--- config.mk ---
export PLATFORM = sky130hd
export DESIGN_NAME = stage_sequencer
export DESIGN_NICKNAME = d
export VERILOG_FILES = /design/src/rtl/stage_sequencer_pkg.sv /design/src/rtl/stage_sequencer.sv
export SDC_FILE = /design/constraint.sdc
export NUM_CORES = 1
export LEC_CHECK = 0
export ABC_AREA = 1
export CORE_AREA = 2 2 69 71
export DETAILED_ROUTE_END_ITERATION = 10
export DIE_AREA = 0 0 71 73
export MAX_ROUTING_LAYER = met4
export PLACE_DENSITY = 0.71
export SYNTH_ARGS = -nofsm -noshare
export SYNTH_HDL_FRONTEND = slang
export SYNTH_SLANG_ARGS = --single-unit
--- constraint.sdc ---
create_clock -name clk -period 1.76 [get_ports clk]
set_input_delay 0.352 -clock clk [delete_from_list [all_inputs] [get_ports clk]]
set_output_delay 0.352 -clock clk [all_outputs]
set_load 0.01 [all_outputs]
--- src/rtl/stage_sequencer_pkg.sv ---
// Shared stage encodings and parameter defaults for the stage sequencer and the
// control unit that decodes its stage code.
package stage_sequencer_pkg;

    // Stage codes are decoded directly by the control unit; keep these values fixed.
    typedef enum logic [1:0] {
        ST_LOAD    = 2'b00,
        ST_FETCH   = 2'b01,
        ST_DECODE  = 2'b10,
        ST_EXECUTE = 2'b11
    } stage_e;

    localparam int PM_AW_DEF = 8;
    localparam int IW_DEF    = 12;
    localparam int CNT_W_DEF = 16;

endpackage

--- src/rtl/stage_sequencer.sv ---
// Stage sequencer: program-load phase over valid/ready, then free-running
// FETCH/DECODE/EXECUTE. Optional single-step control via STAGE_SEQ_STEP_EN.
module stage_sequencer
    import stage_sequencer_pkg::*;
#(
    parameter int PM_AW = PM_AW_DEF,
    parameter int IW    = IW_DEF,
    parameter int CNT_W = CNT_W_DEF
) (
    input  logic             clk,
    input  logic             rst,
    input  logic             reload,
    input  logic             load_valid,
    input  logic [IW-1:0]    load_data,
    input  logic             load_last,
`ifdef STAGE_SEQ_STEP_EN
    input  logic             step_mode,
    input  logic             step,
`endif
    output logic             load_ready,
    output logic             pm_wr,
    output logic [PM_AW-1:0] pm_waddr,
    output logic [IW-1:0]    pm_wdata,
    output logic [1:0]       stage,
    output logic [CNT_W-1:0] instr_cnt
);

    stage_e           state_q, state_d;
    logic [PM_AW-1:0] waddr_q, waddr_d;
    logic [CNT_W-1:0] cnt_q, cnt_d;
    logic             hs;
    logic             fetch_go;

    function automatic logic [CNT_W-1:0] sat_inc(input logic [CNT_W-1:0] v);
        return (&v) ? v : v + 1'b1;
    endfunction

`ifdef STAGE_SEQ_STEP_EN
    // In step mode FETCH waits for a step pulse; steps seen in DECODE/EXECUTE are dropped.
    assign fetch_go = ~step_mode | step;
`else
    assign fetch_go = 1'b1;
`endif

    always_comb begin
        state_d    = state_q;
        waddr_d    = waddr_q;
        cnt_d      = cnt_q;
        load_ready = (state_q == ST_LOAD);
        hs         = load_valid & load_ready;

        unique case (state_q)
            ST_LOAD: begin
                if (hs) begin
                    waddr_d = waddr_q + 1'b1;
                    // Last address written means memory full: wrap and stop accepting.
                    if (load_last || (&waddr_q)) begin
                        state_d = ST_FETCH;
                    end
                end
            end
            ST_FETCH: begin
                if (fetch_go) begin
                    state_d = ST_DECODE;
                end
            end
            ST_DECODE: begin
                state_d = ST_EXECUTE;
            end
            ST_EXECUTE: begin
                state_d = ST_FETCH;
                cnt_d   = sat_inc(cnt_q);
            end
        endcase

        // Reload wins over everything, including a handshake in the same cycle.
        if (reload) begin
            state_d = ST_LOAD;
            waddr_d = '0;
            cnt_d   = '0;
        end
    end

    assign pm_wr     = hs & ~reload;
    assign pm_waddr  = waddr_q;
    assign pm_wdata  = load_data;
    assign stage     = state_q;
    assign instr_cnt = cnt_q;

    always_ff @(posedge clk) begin
        if (!rst) begin
            state_q <= ST_LOAD;
            waddr_q <= '0;
            cnt_q   <= '0;
        end else begin
            state_q <= state_d;
            waddr_q <= waddr_d;
            cnt_q   <= cnt_d;
        end
    end

endmodule
==> flow_metrics.tcl, run 1 <==
set metrics [dict create \
    root_buf_cell "sky130_fd_sc_hd__clkbuf_8" \
    hold-path-cell-count 2 \
    yosysUniqueCellTypes 23 \
    num_io_pins 57 \
    share_of_the_clock_period_used_by_the_worst_path_pct 95.47 \
    avgRoutedWirePerCell_um 10.80 \
    clk_pin_slew_worst_paths_ns 0.10 \
    cts_inserted_buffers 3 \
    worst-r2r-cell-count 9 \
    power.sequential.fraction_pct 54.3 \
    syn-cell-area_um2 1590 \
    dp_hpwl_um 2716 \
    finalHoldViolCount 0 \
    clock_power_share_pct 36.0 \
    slowest_delay_ns 0.59 \
    antenna_found_initial 0 \
    setup.reg_to_reg.worst_slack_ns 0.21 \
    yosysSeqAreaShare_pct 32.73 \
    clk_path_buf_depth 2 \
    p_per_area_nw_per_um2 551.9 \
    reg2reg_to "instr_cnt[10]" \
    drt_pass1_iterations 4 \
    synth.top_cell.area_share_pct 32.73 \
    cell_count_after_placement 328 \
    synth_async_reset_ratio_pct 0 \
    timing.final.setup_violations 0 \
    path_max_fanout 7 \
    buffer_ports.inserted 32 \
    worstPathRequired_ns 1.41 \
    critical-path-slowest-cell "sky130_fd_sc_hd__clkdlybuf4s50_1" \
    preCtsSetupSlack_ns -0.1236 \
    numClockSinks 26 \
    report.final.slew_viol_count 0 \
    final_layout_size_suffix_gt1_share_pct 7.554 \
    count_of_mapped_cells_out_of_synthesis 249 \
    worst_clock_skew_ns 0.002290 \
    netlist_top_cells_area "sky130_fd_sc_hd__dfxtp_1, sky130_fd_sc_hd__nand2_1, sky130_fd_sc_hd__nor2_1" \
    fp.coreArea_um2 4536 \
    yosys.area.top_type "sky130_fd_sc_hd__dfxtp_1" \
    insertion_delay_ns 0.27 \
    cts.hold.buffers_added 0 \
    endpoint_type_of_the_worst_setup_path "primary output" \
    grt_setup_unrepaired "false" \
    antenna-diode-count 0 \
    layoutNonFillerInstCount 332 \
    status "finished clean" \
    critical_path_arrival_ns 1.33 \
    worst-setup-path-type "reg2out" \
    period_needed_ns 1.680 \
    maxCapViolCount 0 \
    yosysWarningCount 0 \
    fin_util_pct 43.92 \
    hold_path_startpoint "pm_waddr[6]" \
    worst_path_buffer_plus_inverter_count 1 \
    grt_util_overall_pct 14.98 \
    path_cells "clkdlybuf4s50_1" \
    wire_length_of_the_first_global_routing_pass_um 6334 \
    ys_dominant_reg_cell "sky130_fd_sc_hd__dfxtp_1" \
    grt.overflow.total 0 \
    cellInternalPower_mw 0.8464 \
    design.die.area_um2 5183 \
    startpoint_kind_of_the_worst_setup_timing_path "flop" \
    max_slew_margin_pct 77.17 \
    hold-path-endpoint "pm_waddr[6]" \
    number_of_synthesized_flops_with_an_enable_pin 0 \
    totalWireLength_um 3584 \
    postSynthRegisterBits 26 \
    reg2reg_from "stage[0]" \
    initial_core_util_pct 35.06 \
    dieWidth_um 71 \
    drtIter0Drc 106 \
    grt_start_max_net_pins 20 \
    power.net_switching_mw 0.2530 \
    worst-slew-pin-transition_ns 0.3412 \
    layout-area-overhead-vs-synth_pct 25.26 \
    p_leak_nw 0.7380 \
    drcViolationCount 0 \
    power.combinational.fraction_pct 9.7 \
    design.final.nets 301 \
    cts.repair_timing.setup_buffer_count 0 \
    synth_area_per_cell_um2 6.387 \
    tritoncts "built" \
    finalWeightedCongestion 0.8908 \
    via_per_inst 4.828 \
    power.switching_fraction_pct 23.01 \
    route.vias.total 1603 \
    dominant_cell_by_count_in_the_synthesized_netlist "sky130_fd_sc_hd__nand2_1" \
    final_critical_path_setup_slack_ns 0.07972 \
    postRouteAntennaNets 0 \
    max_clock_freq_ghz 0.5951 \
    top_cell_family_by_delay_on_the_critical_path "buffers and inverters" \
    ys_top_cells_by_count "sky130_fd_sc_hd__nand2_1, sky130_fd_sc_hd__nor2_1, sky130_fd_sc_hd__inv_1, sky130_fd_sc_hd__dfxtp_1, sky130_fd_sc_hd__nand3_1" \
    cts-htree-levels 1 \
    first_global_vias 1459 \
    row_count 25 \
    synth_nets 271 \
    min_path_type "reg2reg" \
    vdd.ir_drop.worst_mv 0.4392 \
    die_h_um 73 \
    totalPowerFinal_mw 1.099 \
]
layer usage:
layer / vias to the layer above / wire (um) / track usage [%]
met4: 0 / 18 / 3.983
met2: 39 / 1734 / 24.82
met3: 2 / 204 / 3.177
li1: 840 / - / -
met1: 722 / 1626 / 18.64
met5: - / 0 / -
power groups by stage:
| stage | clock network (mW) | registers, mW | logic, mW |
|---|---|---|---|
| 2_1_floorplan | 0 | 0.614 | 0.0823 |
| 4_1_cts | 0.410 | 0.597 | 0.107 |
| 3_5_place_dp | 0 | 0.611 | 0.109 |
| 3_3_place_gp | 0 | 0.611 | 0.106 |
| 6_report | 0.395 | 0.597 | 0.107 |
| 5_1_grt | 0.430 | 0.599 | 0.123 |
metrics by stage:
stage | setup TNS, ns | hold slack [ns] | area [um2]
2_1_floorplan | 0 | 0.4790 | 1590
3_3_place_gp | -0.1112 | 0.4547 | 1926
3_5_place_dp | -0.2151 | 0.4607 | 1926
4_1_cts | 0 | 0.4768 | 1981
5_1_grt | 0 | 0.5379 | 1992
6_report | 0 | 0.4773 | 1992
cell type report:
class	count	area [um2]
clock buffers	4	55.05
fillers	459	2544
inverters	27	101.3
multi-input cells	179	840.8
flip-flops and latches	26	520.5
well taps	54	67.56
repair buffers	42	406.6
layout by cell type, fill, tap and decap left out, drive strengths merged:
| cell | count |
|---|---|
| nand2 | 58 |
| nor2 | 57 |
| clkdlybuf4s50 | 30 |
| inv | 27 |
| dfxtp | 26 |
| nand3 | 25 |
| a21oi | 17 |
| buf | 10 |
| o21ai | 5 |
| ha | 5 |
| clkbuf | 4 |
| nand4 | 4 |
| nor3 | 3 |
| nand3b | 1 |
| xor2 | 1 |
| o21bai | 1 |
| a31oi | 1 |
| o21a | 1 |
| dlygate4sd2 | 1 |
| clkdlybuf4s15 | 1 |
worst max path at each step:
stage               depth (start not counted)    startpoint           end
floorplan                                  11      stage[1]   pm_waddr[5]
global placement                            4    load_valid         pm_wr
detailed placement                          4    load_valid         pm_wr
CTS                                         1  instr_cnt[9]  instr_cnt[9]
global route                                1  instr_cnt[9]  instr_cnt[9]
finish                                      1  instr_cnt[9]  instr_cnt[9]
cells by family after synthesis:
| logic type | after synthesis | synth area share (%) |
|---|---|---|
| AO/OA/AOI/OAI | 25 | 8.261 |
| flip-flops | 26 | 32.73 |
| XOR/XNOR | 1 | 0.5508 |
| AND/OR/NAND/NOR | 148 | 39.34 |
| buffers and inverters | 44 | 15.18 |
| adder cells (fa/ha/maj) | 5 | 3.934 |
registers in the layout (all words and copies together), names as in the netlist:
register and count:
stage 2, instr_cnt 16, pm_waddr 8
timing repair:
action	4_1_cts	5_1_grt
setup endpoints to repair	2	3
hold endpoints to repair	0	0
pin swaps	0	0
resized for setup	3	3
No activity file was read; power rests on OpenSTA's default activity.
==> run 2, diff against run 1 <==
CAP_MARGIN = 20   (was unset)
==> results of run 2 <==
No change in the layout: final DEF, timing and power equal those of run 1.
==> run 3, diff against run 2 <==
ABC_AREA = 0   (was 1)
CORE_AREA = 2 2 66 68   (was 2 2 69 71)
DIE_AREA = 0 0 68 70   (was 0 0 71 73)
PLACE_DENSITY = 0.72   (was 0.71)
RECOVER_POWER = 25   (was unset)
==> flow_metrics.tcl, run 3 <==
set metrics [dict create \
    fin_util_pct 45.59 \
    clk_pin_slew_worst_paths_ns 0.09 \
    wl_met1_um 1520 \
    avgRoutedWirePerCell_um 12.38 \
    route.vias.total 1391 \
    final_cell_mix "sky130_fd_sc_hd__clkdlybuf4s50_1, sky130_fd_sc_hd__dfxtp_1, sky130_fd_sc_hd__buf_4, sky130_fd_sc_hd__a21oi_1" \
    critical-path-slowest-cell "sky130_fd_sc_hd__dfxtp_4" \
    via_per_inst 5.391 \
    grt_util_overall_pct 15.40 \
    numClockSinks 26 \
    yosysUniqueCellTypes 34 \
    antenna-diode-count 0 \
    route.met3.wl_um 174 \
    endpoint_type_of_the_worst_setup_path "primary output" \
    path_max_fanout 5 \
    dr.max_layer_used "met4" \
    status "finished clean" \
    design.die.area_um2 4760 \
    yosysSeqAreaShare_pct 36.17 \
    final_layout_size_suffix_gt1_share_pct 13.11 \
    grt.overflow.total 0 \
    layout.cells.most_common "sky130_fd_sc_hd__clkdlybuf4s50_1" \
    sequential_cell_area_um2 525.5 \
    worst_path_buffer_plus_inverter_count 2 \
    max_clock_freq_ghz 0.5994 \
    p_per_area_nw_per_um2 612.9 \
    root_buf_cell "sky130_fd_sc_hd__clkbuf_8" \
    min_path_type "reg2reg" \
    maxCapViolCount 0 \
    fp.coreArea_um2 4144 \
    postRouteAntennaNets 0 \
    met2WireLength_um 1443 \
    timing.final.setup_violations 0 \
    ys_dominant_reg_cell "sky130_fd_sc_hd__dfxtp_1" \
    postSynthRegisterBits 26 \
    cts-htree-levels 1 \
    slowest_delay_ns 0.38 \
    dominant_cell_by_count_in_the_synthesized_netlist "sky130_fd_sc_hd__dfxtp_1" \
    period_needed_ns 1.668 \
    grt_setup_unrepaired "false" \
    synth.top_cell.area_share_pct 36.17 \
    worst_clock_skew_ns 0.006245 \
    max_slew_margin_pct 68.33 \
    cts.hold.buffers_added 0 \
    dp_hpwl_um 2363 \
    num_io_pins 57 \
    drt_pass1_iterations 4 \
    worst-slew-pin-transition_ns 0.4751 \
    insertion_delay_ns 0.27 \
    synth_async_reset_ratio_pct 0 \
    first_global_vias 1351 \
    antenna_found_initial 0 \
    buffer_ports.inserted 32 \
    finalHoldViolCount 0 \
    row_count 24 \
    grt_start_max_net_pins 18 \
    finalWeightedCongestion 0.8757 \
    vdd.ir_drop.worst_mv 0.3035 \
    largest_register_ffs 16 \
    clk_path_buf_depth 2 \
    number_of_synthesized_flops_with_an_enable_pin 0 \
    p_leak_nw 0.6183 \
    die_h_um 70 \
    netlist_top_cells_area "sky130_fd_sc_hd__dfxtp_1, sky130_fd_sc_hd__buf_4, sky130_fd_sc_hd__a21oi_1" \
    design.final.nets 229 \
    cts_inserted_buffers 3 \
    synth_nets 195 \
    yosysWarningCount 0 \
    final_critical_path_setup_slack_ns 0.09173 \
    drtIter0Drc 74 \
    worstPathRequired_ns 1.41 \
    ys_top_cells_by_count "sky130_fd_sc_hd__dfxtp_1, sky130_fd_sc_hd__a21oi_1, sky130_fd_sc_hd__buf_4, sky130_fd_sc_hd__nand3_1, sky130_fd_sc_hd__nand4_1" \
    critical_path_arrival_ns 1.32 \
    count_of_mapped_cells_out_of_synthesis 173 \
    tritoncts "built" \
    initial_core_util_pct 34.72 \
    totalWireLength_um 3193 \
    fillerInstances 415 \
    dieWidth_um 68 \
    worst-setup-path-type "reg2out" \
    report.final.slew_viol_count 0 \
    drcViolationCount 0 \
    syn-cell-area_um2 1439 \
    top_cell_family_by_delay_on_the_critical_path "flip-flops" \
    synth_area_per_cell_um2 8.317 \
    startpoint_kind_of_the_worst_setup_timing_path "flop" \
    layout-area-overhead-vs-synth_pct 31.30 \
    share_of_the_clock_period_used_by_the_worst_path_pct 94.79 \
    multi_input_comb_area_um2 752.0 \
    path_cells "inv_1, ha_1, nand2_1, nor2_1, dlygate4sd2_1" \
    wire_length_of_the_first_global_routing_pass_um 5789 \
    preCtsSetupSlack_ns -0.1075 \
    yosys.area.top_type "sky130_fd_sc_hd__dfxtp_1" \
]
-- run 3: cell count changes after synthesis, sizes merged, moves of 7 or more --
cell,previous run,this run
nand2,58,10
nor2,57,10
inv,27,7
nand3,25,11
nand4,4,11
o31ai,0,7
-- run 3: cell families (layout without fill, tap and decap cells) --
group / after synthesis / in the layout / share of synthesized area, %
and+or+nand+nor: 70 / 70 / 27.31
AOI/OAI and AO/OA: 38 / 38 / 16.35
buffers and inverters: 28 / 61 / 12.09
DFF: 26 / 26 / 36.17
adders and majority gates: 5 / 5 / 4.348
xor gates and xnor gates: 5 / 5 / 3.044
muxes: 1 / 1 / 0.6957
-- run 3: path summary, 6_finish.rpt --
| check | end | slack, ns | from | cells after the start |
|---|---|---|---|---|
| worst min-delay path | pm_waddr[1] | 0.51 | pm_waddr[1] | 2 |
| worst min register to register | pm_waddr[1] | 0.51 | pm_waddr[1] | 2 |
| worst max-delay path | pm_wr | 0.09 | stage[0] | 5 |
| worst max register to register | instr_cnt[14] | 0.10 | instr_cnt[0] | 5 |
-- run 3: through the flow --
step	total power, mW	hold WS (ns)	cells	TNS, ns	area, um2
floorplan	0.6666	0.5079	173	0	1445
global placement	0.6793	0.4842	252	-0.1082	1802
detailed placement	0.6803	0.4969	252	-0.1104	1802
CTS	1.181	0.5145	256	0	1872
global route	1.208	0.5534	258	0	1889
finish	1.158	0.5126	258	0	1889
-- run 3: final cells by class --
cell class	instances	share of cell area, %
sequential	26	27.81
clock buffer	3	2.185
timing repair buffer	50	23.77
multi-input combinational	119	39.80
inverter	7	1.391
clock inverter	1	1.589
tap	52	3.444
-- run 3: timing repair --
item                                    CTS  global route
setup buffers                             0             2
resized for setup                         3             3
pin swaps                                 0             2
endpoints found under the setup margin    2             4
-- run 3: power breakdown --
| part | internal [mW] | switching [mW] |
|---|---|---|
| clock network | 0.305 | 0.192 |
| logic | 0.0349 | 0.0320 |
| registers | 0.590 | 0.00448 |
| total | 0.930 | 0.228 |
-- run 3: worst min-delay path: cells and delay by family, from the launching register on --
family,cells,cell delay (ns)
DFF,1,0.35
and+or+nand+nor,1,0.07
AOI/OAI and AO/OA,1,0.05
-- run 3: routing by layer --
metal | vias up | GRT usage, %
li1 | 697 | -
met1 | 642 | 20.80
met2 | 43 | 23.19
met3 | 9 | 2.899
met4 | 0 | 4.667
met5 | - | -
